[src/rtl/wallclock_pkg.sv]
// Shared constants and types for the wall-clock button front end.
// Optional feature macro: BUTTON_AUTO_REPEAT_EN (hold-to-repeat pulses).
package wallclock_pkg;

    // System clock and default timing, all expressed in clock cycles.
    localparam int unsigned CLK_HZ               = 100_000_000;
    localparam int unsigned DEBOUNCE_CYCLES      = CLK_HZ / 100;  // 10 ms
    localparam int unsigned REPEAT_DELAY_CYCLES  = CLK_HZ / 2;    // 500 ms
    localparam int unsigned REPEAT_PERIOD_CYCLES = CLK_HZ / 10;   // 100 ms

    // Per-channel hold-to-repeat state.
    typedef enum logic [1:0] {
        IDLE   = 2'd0,
        DELAY  = 2'd1,
        REPEAT = 2'd2
    } rpt_state_e;

    // Counter width able to hold max_count with one bit of headroom.
    function automatic int unsigned cnt_width(input int unsigned max_count);
        return $clog2(max_count) + 1;
    endfunction

endpackage

[src/rtl/button_conditioner_debounce_channel.sv]
// One button channel: 2-flop synchronizer, debounce counter, press edge
// detect and, with BUTTON_AUTO_REPEAT_EN defined, the hold-to-repeat FSM.
module debounce_channel #(
    parameter int unsigned DEBOUNCE_CYCLES      = wallclock_pkg::DEBOUNCE_CYCLES,
    parameter int unsigned REPEAT_DELAY_CYCLES  = wallclock_pkg::REPEAT_DELAY_CYCLES,
    parameter int unsigned REPEAT_PERIOD_CYCLES = wallclock_pkg::REPEAT_PERIOD_CYCLES
) (
    input  logic clk_i,
    input  logic rst_ni,
    input  logic btn_i,
    output logic level_o,
    output logic pulse_o
);
    import wallclock_pkg::*;

    // Reject parameter values that would make the counters meaningless.
    if (DEBOUNCE_CYCLES < 1) begin : g_bad_debounce
        $error("DEBOUNCE_CYCLES must be at least 1");
    end
    if (REPEAT_DELAY_CYCLES < 1) begin : g_bad_delay
        $error("REPEAT_DELAY_CYCLES must be at least 1");
    end
    if (REPEAT_PERIOD_CYCLES < 1) begin : g_bad_period
        $error("REPEAT_PERIOD_CYCLES must be at least 1");
    end

    localparam int unsigned     DB_W    = cnt_width(DEBOUNCE_CYCLES);
    localparam logic [DB_W-1:0] DB_LAST = DB_W'(DEBOUNCE_CYCLES - 1);

    logic [1:0]      sync_q;
    logic            btn_sync;
    logic [DB_W-1:0] db_cnt_q, db_cnt_d;
    logic            level_q, level_d;
    logic            pulse_q, pulse_d;
    logic            press_acc;

    // Two-flop synchronizer for the raw asynchronous input.
    always_ff @(posedge clk_i) begin
        if (!rst_ni) begin
            sync_q <= '0;
        end else begin
            sync_q <= {sync_q[0], btn_i};
        end
    end

    assign btn_sync = sync_q[1];

    // Count consecutive samples that disagree with the stable level; the
    // counter never passes DB_LAST, so it cannot wrap.
    always_comb begin
        db_cnt_d = '0;
        level_d  = level_q;
        if (btn_sync != level_q) begin
            if (db_cnt_q >= DB_LAST) begin
                level_d = btn_sync;
            end else begin
                db_cnt_d = db_cnt_q + 1'b1;
            end
        end
    end

    assign press_acc = level_d & ~level_q;

`ifdef BUTTON_AUTO_REPEAT_EN
    localparam int unsigned RPT_MAX = (REPEAT_DELAY_CYCLES > REPEAT_PERIOD_CYCLES)
                                      ? REPEAT_DELAY_CYCLES : REPEAT_PERIOD_CYCLES;
    localparam int unsigned      RPT_W    = cnt_width(RPT_MAX);
    localparam logic [RPT_W-1:0] DLY_LAST = RPT_W'(REPEAT_DELAY_CYCLES - 1);
    localparam logic [RPT_W-1:0] PER_LAST = RPT_W'(REPEAT_PERIOD_CYCLES - 1);

    rpt_state_e       state_q, state_d;
    logic [RPT_W-1:0] rpt_cnt_q, rpt_cnt_d;
    logic             rel_acc;
    logic             dly_done, per_done;
    logic             rpt_fire;

    assign rel_acc  = level_q & ~level_d;
    assign dly_done = (rpt_cnt_q >= DLY_LAST);
    assign per_done = (rpt_cnt_q >= PER_LAST);

    // Repeat FSM state and hold-time counter.
    always_ff @(posedge clk_i) begin
        if (!rst_ni) begin
            state_q   <= IDLE;
            rpt_cnt_q <= '0;
        end else begin
            state_q   <= state_d;
            rpt_cnt_q <= rpt_cnt_d;
        end
    end

    // Next state: an accepted release always wins over a timer expiry.
    always_comb begin
        state_d   = state_q;
        rpt_cnt_d = '0;
        case (state_q)
            IDLE: begin
                if (press_acc) begin
                    state_d = DELAY;
                end
            end
            DELAY: begin
                if (rel_acc) begin
                    state_d = IDLE;
                end else if (dly_done) begin
                    state_d = REPEAT;
                end else begin
                    rpt_cnt_d = rpt_cnt_q + 1'b1;
                end
            end
            REPEAT: begin
                if (rel_acc) begin
                    state_d = IDLE;
                end else if (!per_done) begin
                    rpt_cnt_d = rpt_cnt_q + 1'b1;
                end
            end
            default: begin
                state_d = IDLE;
            end
        endcase
    end

    // Output: a repeat strobe on each expiry that is not cancelled by release.
    always_comb begin
        rpt_fire = 1'b0;
        case (state_q)
            DELAY:   rpt_fire = dly_done & ~rel_acc;
            REPEAT:  rpt_fire = per_done & ~rel_acc;
            default: rpt_fire = 1'b0;
        endcase
    end

    assign pulse_d = press_acc | rpt_fire;
`else
    assign pulse_d = press_acc;
`endif

    // Registered level, strobe and debounce counter.
    always_ff @(posedge clk_i) begin
        if (!rst_ni) begin
            level_q  <= 1'b0;
            pulse_q  <= 1'b0;
            db_cnt_q <= '0;
        end else begin
            level_q  <= level_d;
            pulse_q  <= pulse_d;
            db_cnt_q <= db_cnt_d;
        end
    end

    assign level_o = level_q;
    assign pulse_o = pulse_q;

endmodule

[src/rtl/button_conditioner.sv]
// Button front end for the wall clock: N_BUTTONS independent channels of
// synchronize + debounce + press strobe. Optional hold-to-repeat is enabled
// by defining BUTTON_AUTO_REPEAT_EN.
module button_conditioner #(
    parameter int unsigned N_BUTTONS            = 3,
    parameter int unsigned DEBOUNCE_CYCLES      = wallclock_pkg::DEBOUNCE_CYCLES,
    parameter int unsigned REPEAT_DELAY_CYCLES  = wallclock_pkg::REPEAT_DELAY_CYCLES,
    parameter int unsigned REPEAT_PERIOD_CYCLES = wallclock_pkg::REPEAT_PERIOD_CYCLES
) (
    input  logic                 CLK100MHZ,
    input  logic                 CPU_RESETN,
    input  logic [N_BUTTONS-1:0] button,
    output logic [N_BUTTONS-1:0] btn_level,
    output logic [N_BUTTONS-1:0] btn_pulse
);

    for (genvar i = 0; i < N_BUTTONS; i++) begin : g_chan
        debounce_channel #(
            .DEBOUNCE_CYCLES      (DEBOUNCE_CYCLES),
            .REPEAT_DELAY_CYCLES  (REPEAT_DELAY_CYCLES),
            .REPEAT_PERIOD_CYCLES (REPEAT_PERIOD_CYCLES)
        ) u_chan (
            .clk_i   (CLK100MHZ),
            .rst_ni  (CPU_RESETN),
            .btn_i   (button[i]),
            .level_o (btn_level[i]),
            .pulse_o (btn_pulse[i])
        );
    end

endmodule
[config.mk]
export PLATFORM = sky130hd
export DESIGN_NAME = button_conditioner
export DESIGN_NICKNAME = d
export VERILOG_FILES = /design/src/rtl/wallclock_pkg.sv /design/src/rtl/button_conditioner_debounce_channel.sv /design/src/rtl/button_conditioner.sv
export SDC_FILE = /design/constraint.sdc
export NUM_CORES = 1
export LEC_CHECK = 0
export ABC_AREA = 1
export BUFFER_PORTS_ARGS = -buffer_cell sky130_fd_sc_hd__clkbuf_2
export CAP_MARGIN = 20
export CORE_UTILIZATION = 64
export CTS_BUF_LIST = sky130_fd_sc_hd__clkbuf_4
export CTS_CLUSTER_SIZE = 40
export DETAILED_ROUTE_END_ITERATION = 12
export GPL_TIMING_DRIVEN = 0
export PLACE_DENSITY = 0.82
export SETUP_SLACK_MARGIN = 0.2
export SLEW_MARGIN = 40
export SYNTH_ARGS = -nofsm -noshare
export SYNTH_HDL_FRONTEND = slang
export SYNTH_SLANG_ARGS = --single-unit
[constraint.sdc]
create_clock -name CLK100MHZ -period 2 [get_ports CLK100MHZ]
set_input_delay 0 -clock CLK100MHZ [delete_from_list [all_inputs] [get_ports CLK100MHZ]]
set_output_delay 0 -clock CLK100MHZ [all_outputs]
set_load 0.03 [all_outputs]
# Word-level counts from Yosys, hierarchy flattened
# Cells that the tools add are included.
[classes]
addsub = 3
mul = 0
div_mod_pow = 0
magnitude_cmp = 3
n_eq_ne = 3
shifts = 0
n_mux = 6
bitwise_logic = 10
n_reduce_logical = 3
[op_table]
columns = ["cell", "count"]
rows = [
  ["adder 21 x 1 -> 21 bit (second input constant)", 3],
  [">= comparator 21 x 20 -> 1 bit (second input constant)", 3],
  ["OR reduction 3 bit", 3],
  ["inverter 1 bit", 7],
  ["two-way mux 1 bit", 6],
  ["bitwise AND 1 bit", 3],
  ["inequality test 1 bit", 3],
]
[totals]
ff_bits = 75
latchBits = 0
mem_bits_rw = 0
mem_bits_ro = 0
inputBits = 5
n_memories = 0

# Depth between registers and ports, before layout
# Gate-level depths: netlist (run 1).
[logic_depth]
word_depth = 4
ltp_mapped = 10

# Hierarchy
# Synthesis (run 1) repeated with hierarchy kept, for this count alone.
[unflattened]
cells_unflattened = 543
area_unflattened_um2 = 3738.6
[by_module_without_submodules]
columns = ["mod", "instances", "cells_each", "area_each_um2", "seq_area_each_um2"]
rows = [
  ["debounce_channel", 3, 181, 1246.2, 500.5],
]

# Worst setup path after synthesis (run 1)
# No wires, ideal clock.
[synth_timing]
path_type = "register -> register"
startpoint = "register g_chan[0].u_chan.db_cnt_q[0]"
endpoint = "register g_chan[0].u_chan.db_cnt_q[16]"
setup_ns = 0.114
arrival_ns = 1.376
path_slack_ns = 0.509
path_stages_with_launch = 10
n_path_buf = 1
synth_period_minus_slack_ns = 1.491
cell_sequence = "dfxtp_1 ha_1 nand3_2 nor2_4 nand2_1 nor2_1 nor2_4 nand3_2 buf_6 nor2_1"
[synth_between]
elab_chain_len = 2
[synth_lines]
columns = ["item", "line", "text"]
rows = [
  ["from (decl)", "button_conditioner_debounce_channel.sv:32", "logic [DB_W-1:0] db_cnt_q, db_cnt_d;"],
  ["from (signal assigned)", "button_conditioner_debounce_channel.sv:148", "db_cnt_q <= db_cnt_d;"],
  [">= comparator 21 x 20 -> 1 bit", "button_conditioner_debounce_channel.sv:54", "if (db_cnt_q >= DB_LAST) begin"],
  ["OR reduction 3 bit (no source line)", "--", ""],
]
# Parallel ways exist; a longest one is shown, timed or not.
# A chain may end at the register's enable or synchronous reset.

# Worst setup path after layout (run 1)
[layout_timing]
startpoint = "register g_chan[0].u_chan.db_cnt_q[1]"
endpoint = "register g_chan[0].u_chan.db_cnt_q[5]"
# Same word-level chain as after synthesis.

==> results of run 1 <==
-- per-layer routing --
metal / share of wire (%) / global-route usage, % / vias to the layer above
met5: 0 / 0 / -
met4: 0.51 / 7.78 / 0
met3: 4.1 / 6.05 / 4
met2: 48 / 43.5 / 45
met1: 47 / 30.5 / 1455
li1: - / - / 1653
-- cells by family after synthesis --
kind of cell | share of synthesized area [%]
simple gates | 36.4
flops | 39.9
buf+inv | 8.98
xor+xnor | 8.61
compound gates | 4.99
fa+ha+maj | 0.997
other cells | 0.0996
-- timing repair --
item                                   4_1_cts  5_1_grt
setup endpoints to repair                    0       21
hold buffers                                 3        0
endpoints found under the hold margin        3        0
resized for setup                            0        3
-- cell usage in the layout (no fill, tap or decap), drive strengths merged --
cell / synthesis / routed
o21bai: 3 / 3
xor2: 31 / 31
clkinvlp: 0 / 2
a21oi: 22 / 22
o21ai: 8 / 8
clkbuf: 1 / 20
conb: 1 / 3
nand3b: 6 / 6
bufinv: 0 / 1
dfxtp: 75 / 75
nand3: 35 / 35
xnor2: 6 / 6
clkinv: 0 / 3
buf: 12 / 12
nor3: 14 / 14
inv: 59 / 60
nor2: 114 / 114
dlygate4sd3: 0 / 3
and2b: 1 / 1
ha: 3 / 3
nand2: 114 / 114
or2: 4 / 4
nand4: 8 / 8
-- flip-flops by register name, summed over array words and instances, names as in the netlist --
register                cells
g_chan.u_chan.db_cnt_q     63
g_chan.u_chan.sync_q        6
g_chan.u_chan.level_o       3
g_chan.u_chan.pulse_o       3
-- layout make-up --
type	instances	area, um2
Buffer	13	116
Timing Repair Buffer	13	80.1
Fill cell	458	1490
Clock inverter	7	67.6
Sequential cell	75	1500
Inverter	59	221
Multi-Input combinational cell	372	1940
Tap cell	72	90.1
Clock buffer	9	67.6
-- cells in the mapped netlist --
master,n,share of area (%)
nor3_2,3,0.80
o21ai_0,8,1.1
a21oi_4,1,0.43
dfxtp_1,75,40
nand4_2,1,0.33
a21oi_1,20,2.7
nand4_1,7,1.2
inv_2,4,0.40
ha_1,3,1.0
a21oi_2,1,0.23
nor2_2,9,1.5
nand2_1,110,11
clkbuf_1,1,0.10
buf_6,6,1.8
or2_2,3,0.50
nor3_4,1,0.43
o21bai_1,3,0.60
and2b_1,1,0.20
nor3_1,10,1.3
xor2_1,31,7.2
conb_1,1,0.10
or2_1,1,0.17
nand3_1,27,3.6
xnor2_1,6,1.4
nand2_2,4,0.66
nand3b_1,6,1.2
inv_1,55,5.5
nor2_1,100,10
nor2_4,5,1.5
nand3_2,8,2.1
buf_4,6,1.2
-- power breakdown --
part / switching, W / internal, W
logic: 0.0000555 / 0.0000387
clock network: 0.000537 / 0.000376
registers: 0.0000106 / 0.00151
-- through the flow --
| step | util (%) | instance area, um2 | power (W) | hold slack (ps) | worst slack, ps |
|---|---|---|---|---|---|
| floorplan | - | 3770 | 0.00162 | 97.6 | 509 |
| global placement | 70.2 | 3910 | 0.00164 | 185 | 331 |
| detailed placement | 70.2 | 3910 | 0.00164 | 196 | 283 |
| CTS | 73.1 | 4080 | 0.00255 | 94.5 | 246 |
| global route | 73.2 | 4080 | 0.00263 | 131 | 195 |
| finish | 73.2 | 4080 | 0.00253 | 115 | 353 |
-- worst max-delay path: stages (launching register included) --
cell	delay, ps
dfxtp_1	400
ha_2	240
nand3_2	120
nor2_4	170
nand2_1	70
nor2_1	170
nor2_4	60
nand3_2	90
buf_6	150
nor2_1	50
-- final timing paths --
path | startpoint | endpoint | slack (ps) | cells past startpoint
worst min-delay path | CPU_RESETN | g_chan[0].u_chan.sync_q[1] | 110 | 4
worst min register to register | g_chan[0].u_chan.sync_q[0] | g_chan[0].u_chan.sync_q[1] | 420 | 2
worst max-delay path | g_chan[0].u_chan.db_cnt_q[1] | g_chan[0].u_chan.db_cnt_q[5] | 350 | 9
worst max register to register | g_chan[0].u_chan.db_cnt_q[1] | g_chan[0].u_chan.db_cnt_q[5] | 350 | 9
==> Flow_metrics.wiki, run 1 <==
{| class="wikitable"
! Metric !! Value
|-
| Result of the run || complete, no violations
|-
| Final Max Tran Viols || 0
|-
| Instance count of the mapped netlist || ~520
|-
| Worst Hold Class || input pin to flip-flop
|-
| Crit start category || flip-flop
|-
| Crit Path Class || flip-flop to flip-flop
|-
| Yosys warnings || 0
|-
| Die Height || about 79 um
|-
| Post-CTS setup-driven buffer insertion count || 0
|-
| Root Driver || clkbuf_4
|-
| 1st-iter DRT viols || 150
|-
| Detailed-route vias per instance || a little over 5
|-
| Setup violations, final || 0
|-
| Clock H-tree levels || 3
|-
| Number of max-cap violations || 0
|-
| Antenna diode instance count || 0
|-
| Overall routing resource usage || about a quarter
|-
| Number of top-level pins || 11
|-
| Flip-flop and latch count after synthesis || 75
|-
| Period Utilization, post-route || around 82%
|-
| Detailed-route wire length || 7020 um
|-
| Arrival time worst endpoint || a little under 2000 ps
|-
| Overall via count from detail_route || 3157
|-
| CTS tree || done
|-
| Avg Inst Size Synth || ~7.3 um2
|-
| Layout net count || about 550
|-
| Setup TNS || 0 ps
|-
| Num rows || 27
|-
| Shortest period the worst path allows || around 1600 ps
|-
| Maximum operating frequency || roughly 610 MHz
|-
| First-pass GRT wire length || approximately 12000 um
|-
| Buffer depth of the longest clock path || 2
|-
| Post-synthesis instance area || ~0.0038 mm2
|-
| Clk sink count || 75
|-
| Part of the Yosys area used for sequential elements || about 40%
|-
| LEAKAGE || around 1.5 nW
|-
| Clock insertion delay at the later pin of the skew report || between 400 and 500 ps
|-
| Port bufs || 10
|-
| Detailed-route wire length per cell || between 10 and 15 um
|-
| Number of DRC violations after detailed routing || 0
|-
| Data required time of the critical path || ~2300 ps
|-
| Critical path capture point type || flip-flop
|-
| Maximum number of pins on one net before global-route repair || 14
|-
| Maximum clock skew at final layout || 15.4 ps
|-
| Via count of the first global-routing pass || ~2900
|-
| Starting Density || between 60% and 70%
|-
| RSZ-0062 raised after global routing || false
|-
| Critical-path maximum fanout || 10
|-
| Share of layout cells above drive strength 1 || roughly 15%
|-
| Cell Count, Final, Fillers Out || between 600 and 700
|-
| Final weighted congestion in routability-driven placement || 0.952
|-
| Worst-path clk slew || about 120 ps
|-
| Floorplan core area || 0.00557 mm2
|-
| Growth of design area from synthesis to finish || 8.48%
|-
| Overall die width || 78.7 um
|-
| TritonCTS Buffers || 9
|-
| Number of search-and-repair iterations in the first detailed-routing pass || 5
|-
| Total die area || 0.00619 mm2
|-
| Antenna violations before repair || 0
|-
| Residual overflow from global routing || 0
|-
| Total power divided by cell area || between 600 and 700 mW/mm2
|-
| Hold Vio Cnt, Final || 0
|-
| Count of cell types in the netlist || 31
|-
| Detail Placement HPWL || between 5000 and 6000 um
|-
| Worst vdd ir || 0.548 mV
|-
| Placed Instances || between 600 and 700
|-
| Remaining number of nets flagged by the antenna check after routing || 0
|}
Note: power is estimated with default switching activity, not from simulation.
==> run 2, diff against run 1 <==
--- a/config.mk
+++ b/config.mk
@@ -8,12 +8,12 @@
 export ABC_AREA = 1
 export BUFFER_PORTS_ARGS = -buffer_cell sky130_fd_sc_hd__clkbuf_2
 export CAP_MARGIN = 20
-export CORE_UTILIZATION = 64
+export CORE_UTILIZATION = 58
 export CTS_BUF_LIST = sky130_fd_sc_hd__clkbuf_4
 export CTS_CLUSTER_SIZE = 40
 export DETAILED_ROUTE_END_ITERATION = 12
 export GPL_TIMING_DRIVEN = 0
-export PLACE_DENSITY = 0.82
+export PLACE_DENSITY = 0.78
 export SETUP_SLACK_MARGIN = 0.2
 export SLEW_MARGIN = 40
 export SYNTH_ARGS = -nofsm -noshare
==> constraint.sdc (replaced) <==
create_clock -name CLK100MHZ -period 1.3 [get_ports CLK100MHZ]
set_input_delay 0 -clock CLK100MHZ [delete_from_list [all_inputs] [get_ports CLK100MHZ]]
set_output_delay 0 -clock CLK100MHZ [all_outputs]
set_load 0.03 [all_outputs]
==> run 2 against run 1 <==
Net effect: the run now ends with setup timing left; die area rose by 10%; clock-buffer cell count up 1; core utilization increased by 11 points; critical path depth unchanged; final cell count grew 8.4%; wire length is 41% higher; register-to-register slack got worse by 540 ps; total power is 56% higher; hold slack worse by 9.5 ps; setup slack worse by 540 ps; sequential power up 52%; first-iteration DRC count increased by 59%; critical path type unchanged; largest cell class unchanged; highest routed layer unchanged.
==> Flow_metrics.wiki, run 2 (synthesis gave the netlist of run 1 again) <==
{| class="wikitable"
! Metric !! Value
|-
| RSZ-0062 raised after global routing || true
|-
| Most flops, register || g_chan.u_chan.db_cnt_q
|-
| Worst vdd ir || 1.07 mV (+95%)
|-
| Num rows || 28 (+3.7%)
|-
| Detailed-route wire length || 9890 um (+41%)
|-
| LEAKAGE || 1.92 nW (+31%)
|-
| Starting Density || 61.7% (-5.8 points)
|-
| Clock insertion delay at the later pin of the skew report || 420 ps (about the same)
|-
| Number of DRC violations after detailed routing || 0 (unchanged)
|-
| Crit start category || flip-flop
|-
| Antenna diode instance count || 0 (unchanged)
|-
| Max FFs per register || 63 (unchanged)
|-
| Most common cell after layout, fill and taps aside || nand2_1
|-
| Setup TNS || -9630 ps (-9630 ps)
|-
| Detail Placement HPWL || 5190 um (+0.11%)
|-
| Antenna violations before repair || 0 (unchanged)
|-
| Setup violations, final || 66 (+66)
|-
| Hold Vio Cnt, Final || 0 (unchanged)
|-
| Critical path capture point type || flip-flop
|-
| Minimum setup slack after placement || -217 ps (-500 ps)
|-
| 1st-iter DRT viols || 238 (+59%)
|-
| Largest registers in the final layout || g_chan.u_chan.db_cnt_q x63, g_chan.u_chan.sync_q x6
|-
| Clk sink count || 75 (unchanged)
|-
| Total power divided by cell area || 773 mW/mm2 (+25%)
|-
| Violations in the final reports || setup timing
|-
| Crit Path Class || flip-flop to flip-flop
|-
| Final Max Tran Viols || 0 (unchanged)
|-
| Overall via count from detail_route || 3555 (+13%)
|-
| Number of search-and-repair iterations in the first detailed-routing pass || 5 (unchanged)
|-
| Total die area || 0.00682 mm2 (+10%)
|-
| Detailed-route vias per instance || 5.29 (+3.9%)
|-
| Remaining number of nets flagged by the antenna check after routing || 0 (unchanged)
|-
| Launch point of the worst path || g_chan[2].u_chan.db_cnt_q[0]
|-
| Growth of design area from synthesis to finish || 35.8%
|-
| Period Utilization, post-route || 115% (+32 points)
|-
| Overall routing resource usage || 27.9% (+2.8 points)
|-
| Placed Instances || 604 (+0.50%)
|-
| Worst-path clk slew || 120 ps (about the same)
|-
| Commonest cells after routing, fill and taps aside || nand2_1, nor2_1, inv_1, buf_4, nor2_2
|-
| Die Height || 82.6 um (+4.9%)
|-
| Maximum clock skew at final layout || 13.7 ps (-1.64 ps)
|-
| Final Core Density || 83.8% (+11 points)
|-
| Final setup slack of the worst path || -191 ps (-544 ps)
|-
| Arrival time worst endpoint || 1810 ps (-150 ps)
|-
| First-pass GRT wire length || 14300 um (+16%)
|-
| Maximum number of pins on one net before global-route repair || 13 (-1)
|-
| Clock H-tree levels || 3 (unchanged)
|-
| Floorplan core area || 0.00610 mm2 (+9.4%)
|-
| Critical-path maximum fanout || 5 (-5)
|-
| Reg2reg start || g_chan[2].u_chan.db_cnt_q[0]
|-
| Residual overflow from global routing || 0 (unchanged)
|-
| Worst hold path stage count || 4 (unchanged)
|-
| Root Driver || clkbuf_4
|-
| Data required time of the critical path || 1620 ps (-690 ps)
|-
| Buffer depth of the longest clock path || 2 (unchanged)
|-
| Layout net count || 600 (+8.9%)
|-
| Number of top-level pins || 11 (unchanged)
|-
| CTS tree || done
|-
| Via count of the first global-routing pass || 3261 (+11%)
|-
| TritonCTS Buffers || 9 (unchanged)
|-
| Final weighted congestion in routability-driven placement || 0.859 (-9.8%)
|-
| Reg2reg path depth || 9 (unchanged)
|-
| Overall die width || 82.6 um (+4.9%)
|-
| Origin of the worst min-delay path || CPU_RESETN
|-
| Worst Hold Class || input pin to flip-flop
|-
| Detailed-route wire length per cell || 14.7 um (+30%)
|-
| Shortest period the worst path allows || 1490 ps (-156 ps)
|-
| Maximum operating frequency || 671 MHz (+10%)
|-
| Share of layout cells above drive strength 1 || 43.7% (+29 points)
|-
| Number of max-cap violations || 0 (unchanged)
|-
| Cell Count, Final, Fillers Out || 672 (+8.4%)
|-
| Port bufs || 10 (unchanged)
|-
| Result of the run || complete, but fails checks
|}
-- run 2: metrics by stage --
stage | hold WS (ps) | power (W) | cell area, um2
global route | 108 | 0.00409 | 5110
floorplan | 97.6 | 0.00249 | 3940
CTS | 74.6 | 0.00395 | 4770
finish | 105 | 0.00395 | 5110
detailed placement | 190 | 0.00252 | 4080
global placement | 184 | 0.00252 | 4080
-- run 2: final timing paths --
kind / to / slack, ps
min: g_chan[1].u_chan.sync_q[0] / 100
max reg2reg: g_chan[2].u_chan.db_cnt_q[4] / -190
min reg2reg: g_chan[0].u_chan.sync_q[1] / 430
max: g_chan[2].u_chan.db_cnt_q[4] / -190
-- run 2: timing repair --
| action | CTS | global route |
|---|---|---|
| pin swaps | 33 | 24 |
| setup buffers | 31 | 12 |
| resized for setup | 87 | 91 |
| endpoints found under the hold margin | 3 | 0 |
| hold buffers | 3 | 0 |
| endpoints found under the setup margin | 69 | 69 |
| gates cloned | 6 | 0 |
-- run 2: worst max-delay path, stage by stage (launching register included) --
cell,delay [ps]
dfxtp_4,400
ha_4,150
nand3_4,70
nor2_4,140
nand2_2,70
o21bai_1,150
nor2_2,70
nand2_2,130
buf_6,160
nor2_1,50
-- run 2: report_power, final --
group          internal (W)  total [W]  switching, W
clock              0.000595    0.00143      0.000835
combinational     0.0000949   0.000211      0.000116
sequential          0.00229    0.00231     0.0000215
total               0.00298    0.00395      0.000972
-- run 2: final cells by class --
class / count / area [um2]
Clock inverter: 6 / 55.1
Tap cell: 75 / 93.8
Inverter: 59 / 226
Fill cell: 353 / 986
Timing Repair Buffer: 62 / 524
Sequential cell: 75 / 1600
Buffer: 13 / 120
Clock buffer: 10 / 75.1
Multi-Input combinational cell: 372 / 2420
-- run 2: routing by layer --
metal | share of wire (%) | global-route usage (%) | up-vias
met4 | 1.2 | 8.97 | 0
li1 | - | - | 1767
met3 | 5.1 | 5.93 | 11
met2 | 51 | 47.9 | 101
met1 | 43 | 34.7 | 1676
met5 | 0 | 0 | -
==> run 3, diff against run 2 <==
--- a/config.mk
+++ b/config.mk
@@ -5,15 +5,14 @@
 export SDC_FILE = /design/constraint.sdc
 export NUM_CORES = 1
 export LEC_CHECK = 0
-export ABC_AREA = 1
 export BUFFER_PORTS_ARGS = -buffer_cell sky130_fd_sc_hd__clkbuf_2
 export CAP_MARGIN = 20
-export CORE_UTILIZATION = 58
+export CORE_UTILIZATION = 57
 export CTS_BUF_LIST = sky130_fd_sc_hd__clkbuf_4
 export CTS_CLUSTER_SIZE = 40
 export DETAILED_ROUTE_END_ITERATION = 12
 export GPL_TIMING_DRIVEN = 0
-export PLACE_DENSITY = 0.78
+export PLACE_DENSITY = 0.77
 export SETUP_SLACK_MARGIN = 0.2
 export SLEW_MARGIN = 40
 export SYNTH_ARGS = -nofsm -noshare
==> run 3 against run 2 <==
Net effect: the run still ends with setup timing left; clock-buffer cell count is the same; core utilization down 8.6 points; clock power fell by 4%; clock skew up 3.2 ps; first-iteration DRC count is 48% lower; sequential share of layout area increased by 7.6 points; largest power group unchanged.
==> Flow_metrics.wiki, run 3 <==
{| class="wikitable"
! Metric !! Value
|-
| Final weighted congestion in routability-driven placement || 0.827 (-3.7%)
|-
| Number of search-and-repair iterations in the first detailed-routing pass || 5 (unchanged)
|-
| Remaining number of nets flagged by the antenna check after routing || 0 (unchanged)
|-
| Dominant cell by count in the synthesized netlist || dfxtp_1
|-
| Arrival time worst endpoint || 2470 ps (+660 ps)
|-
| Asr flop ratio synth || 0% (unchanged)
|-
| Detailed-route wire length || 6640 um (-33%)
|-
| Violations in the final reports || setup timing
|-
| Post-synthesis cell type with the largest combined area || dfxtp_1
|-
| Worst vdd ir || 0.662 mV (-38%)
|-
| Part of the Yosys area used for sequential elements || 46.7% (+6.8 points)
|-
| Number of fillers in the final layout || 380 (+7.6%)
|-
| CTS tree || done
|-
| Worst Hold Class || input pin to flip-flop
|-
| Top post-synthesis cells by count || dfxtp_1, nor2_1, nor3_1, xnor2_1, nand2_1
|-
| Setup TNS || -40740 ps (-31110 ps)
|-
| Period Utilization, post-route || 168% (+54 points)
|-
| Worst slew margin relative to its limit || between 60% and 70%
|-
| Maximum number of pins on one net before global-route repair || 13 (unchanged)
|-
| LEAKAGE || 1.34 nW (-30%)
|-
| Total die area || 0.00594 mm2 (-13%)
|-
| Tightest Pin Transition || approximately 580 ps
|-
| Data required time of the critical path || 1580 ps (-40 ps)
|-
| Proportion of synthesized area in mux cells || 0.623% (+0.62 points)
|-
| Detail Placement HPWL || 4230 um (-18%)
|-
| XOR/XNOR share of the synthesized area || 14.4% (+5.8 points)
|-
| Placed Instances || 443 (-27%)
|-
| Worst-path clk slew || 110 ps (about the same)
|-
| Most flops, register || g_chan.u_chan.db_cnt_q
|-
| First-pass GRT wire length || 11200 um (-21%)
|-
| Setup slack of the most critical reg-to-reg path || -890 ps (-700 ps)
|-
| Layout net count || 412 (-31%)
|-
| RSZ-0062 raised after global routing || true
|-
| Via count of the first global-routing pass || 2517 (-23%)
|-
| Residual overflow from global routing || 0 (unchanged)
|-
| Fraction of the mapped netlist area in compound gates || 4.79% (-0.20 points)
|-
| Number of DRC violations after detailed routing || 0 (unchanged)
|-
| 1st-iter DRT viols || 124 (-48%)
|-
| Crit Path Class || flip-flop to flip-flop
|-
| Detailed-route vias per instance || 5.44 (+2.9%)
|-
| Share of Yosys cell area claimed by the top area cell type || 46.7% (+6.8 points)
|-
| Max FFs per register || 63 (unchanged)
|-
| Total power divided by cell area || 967 mW/mm2 (+25%)
|-
| Cell Count, Final, Fillers Out || 479 (-29%)
|-
| Dpl cell area || 0.00345 mm2 (-16%)
|-
| Final setup slack of the worst path || -890 ps (-699 ps)
|-
| Starting Density || 61.0% (-0.75 points)
|-
| Root Driver || clkbuf_4
|-
| Summed area of non-filler cells in the final layout || 0.00396 mm2 (-22%)
|-
| Largest registers in the final layout || g_chan.u_chan.db_cnt_q x63, g_chan.u_chan.sync_q x6
|-
| Clock insertion delay at the later pin of the skew report || 420 ps (about the same)
|-
| Crit start category || flip-flop
|-
| Tot Pwr || 0.00383 W (-3.0%)
|-
| Number of top-level pins || 11 (unchanged)
|-
| Final Max Tran Viols || 0 (unchanged)
|-
| Clock H-tree levels || 3 (unchanged)
|-
| TritonCTS Buffers || 9 (unchanged)
|-
| Overall die width || 77.1 um (-6.6%)
|-
| Prevailing post-synth register cell || dfxtp_1
|-
| Buffer depth of the longest clock path || 2 (unchanged)
|-
| Floorplan core area || 0.00527 mm2 (-14%)
|-
| Min Hold Slack || 340 ps (+235 ps)
|-
| Overall routing resource usage || 24.0% (-3.9 points)
|-
| Synth area leaders || dfxtp_1, xnor2_1, nor2_1, xor2_1, nor3_1
|-
| Number of enable-type register cells in the synthesized netlist || 0 (unchanged)
|-
| Critical path capture point type || flip-flop
|-
| Maximum operating frequency || 457 MHz (-32%)
|-
| Commonest cells after routing, fill and taps aside || dfxtp_1, nor2_1, nor3_1, xnor2_1, nand2_1
|-
| Clk sink count || 75 (unchanged)
|-
| Setup violations, final || 66 (unchanged)
|-
| Die Height || 77.1 um (-6.6%)
|-
| Share of layout cells above drive strength 1 || 26.2% (-18 points)
|-
| Port bufs || 10 (unchanged)
|-
| Post-synthesis instance area || 0.00321 mm2 (-15%)
|-
| Number of max-cap violations || 0 (unchanged)
|-
| Avg Inst Size Synth || 8.90 um2 (+22%)
|-
| Shortest period the worst path allows || 2190 ps (+699 ps)
|-
| Overall via count from detail_route || 2608 (-27%)
|-
| Flip-flop and latch count after synthesis || 75 (unchanged)
|-
| Antenna violations before repair || 0 (unchanged)
|-
| Most common cell after layout, fill and taps aside || dfxtp_1
|-
| Antenna diode instance count || 0 (unchanged)
|-
| Instance count of the mapped netlist || 361 (-30%)
|-
| Result of the run || complete, but fails checks
|-
| Num rows || 26 (-7.1%)
|-
| Critical-path maximum fanout || 5 (unchanged)
|-
| Dominant combinational cell family by area after synthesis || simple AND/OR/NAND/NOR gates
|-
| Yosys warnings || 0 (unchanged)
|-
| Maximum clock skew at final layout || 16.9 ps (+3.16 ps)
|-
| Detailed-route wire length per cell || 13.9 um (-5.8%)
|-
| Growth of design area from synthesis to finish || 23.3%
|-
| Hold Vio Cnt, Final || 0 (unchanged)
|-
| Fraction of the mapped netlist area in adder cells || 1.17% (+0.17 points)
|-
| Count of cell types in the netlist || 39 (+26%)
|-
| Share of synthesized cell area in and, or, nand and nor gates || 27.9% (-8.5 points)
|}
-- run 3: cell families after synthesis --
kind of cell	Yosys count
compound gates	19
xor+xnor	53
fa+ha+maj	3
buf+inv	26
flops	75
mux	2
other cells	1
simple gates	182
-- run 3: area by class of cell --
class	count	area [um2]	share of cell area, %
timing repair buffer	30	245	6.19
clock inverter	6	56.3	1.42
clock buffer	10	75.1	1.89
buffer	18	161	4.07
inverter	8	30.0	0.758
tap	70	87.6	2.21
sequential	75	1540	38.9
multi-input combinational	262	1760	44.5
-- run 3: worst paths after layout --
path                            startpoint                             to  depth (start not counted)
max reg2reg  g_chan[0].u_chan.db_cnt_q[12]  g_chan[0].u_chan.db_cnt_q[18]                          6
min reg2reg     g_chan[2].u_chan.sync_q[0]     g_chan[2].u_chan.sync_q[1]                          1
min                              button[1]     g_chan[1].u_chan.sync_q[0]                          3
max          g_chan[0].u_chan.db_cnt_q[12]  g_chan[0].u_chan.db_cnt_q[18]                          6
-- run 3: power by group --
part | leakage (nW) | total (W) | switching [W] | internal, W
Combinational | 0.648 | 0.000150 | 0.0000786 | 0.0000711
Clock | 0.0736 | 0.00137 | 0.000775 | 0.000592
Sequential | 0.618 | 0.00231 | 0.0000109 | 0.00230
Total | 1.34 | 0.00383 | 0.000865 | 0.00297
-- run 3: metal layers --
layer / track usage (%) / vias to the layer above / wire (um)
met5: 0 / - / 0
met4: 7.92 / 0 / 98
met3: 7.74 / 10 / 199
met2: 40.9 / 41 / 3370
met1: 28.3 / 1240 / 2980
li1: - / 1317 / -
-- run 3: per-stage QoR --
stage	worst slack, ps	util, %
after floorplan	-711	-
after global placement	-850	65.4
after detailed placement	-851	65.4
after CTS	-863	73.0
after global routing	-941	75.2
final	-890	75.2
-- run 3: timing repair --
item                       4_1_cts  5_1_grt
pin swaps                        2        2
setup endpoints to repair       69       70
buffers inserted                10        3
gates cloned                     3        0
gates resized for setup         39       33
hold endpoints to repair         6        0
hold buffers                     4        0
-- run 3: worst max-delay path, cell delays in order, from the launching register on --
cell and delay, ps:
dfxtp_2 350, or3_4 390, or4_4 440, or3_4 410
a31oi_4 220, buf_4 200, a211oi_1 50
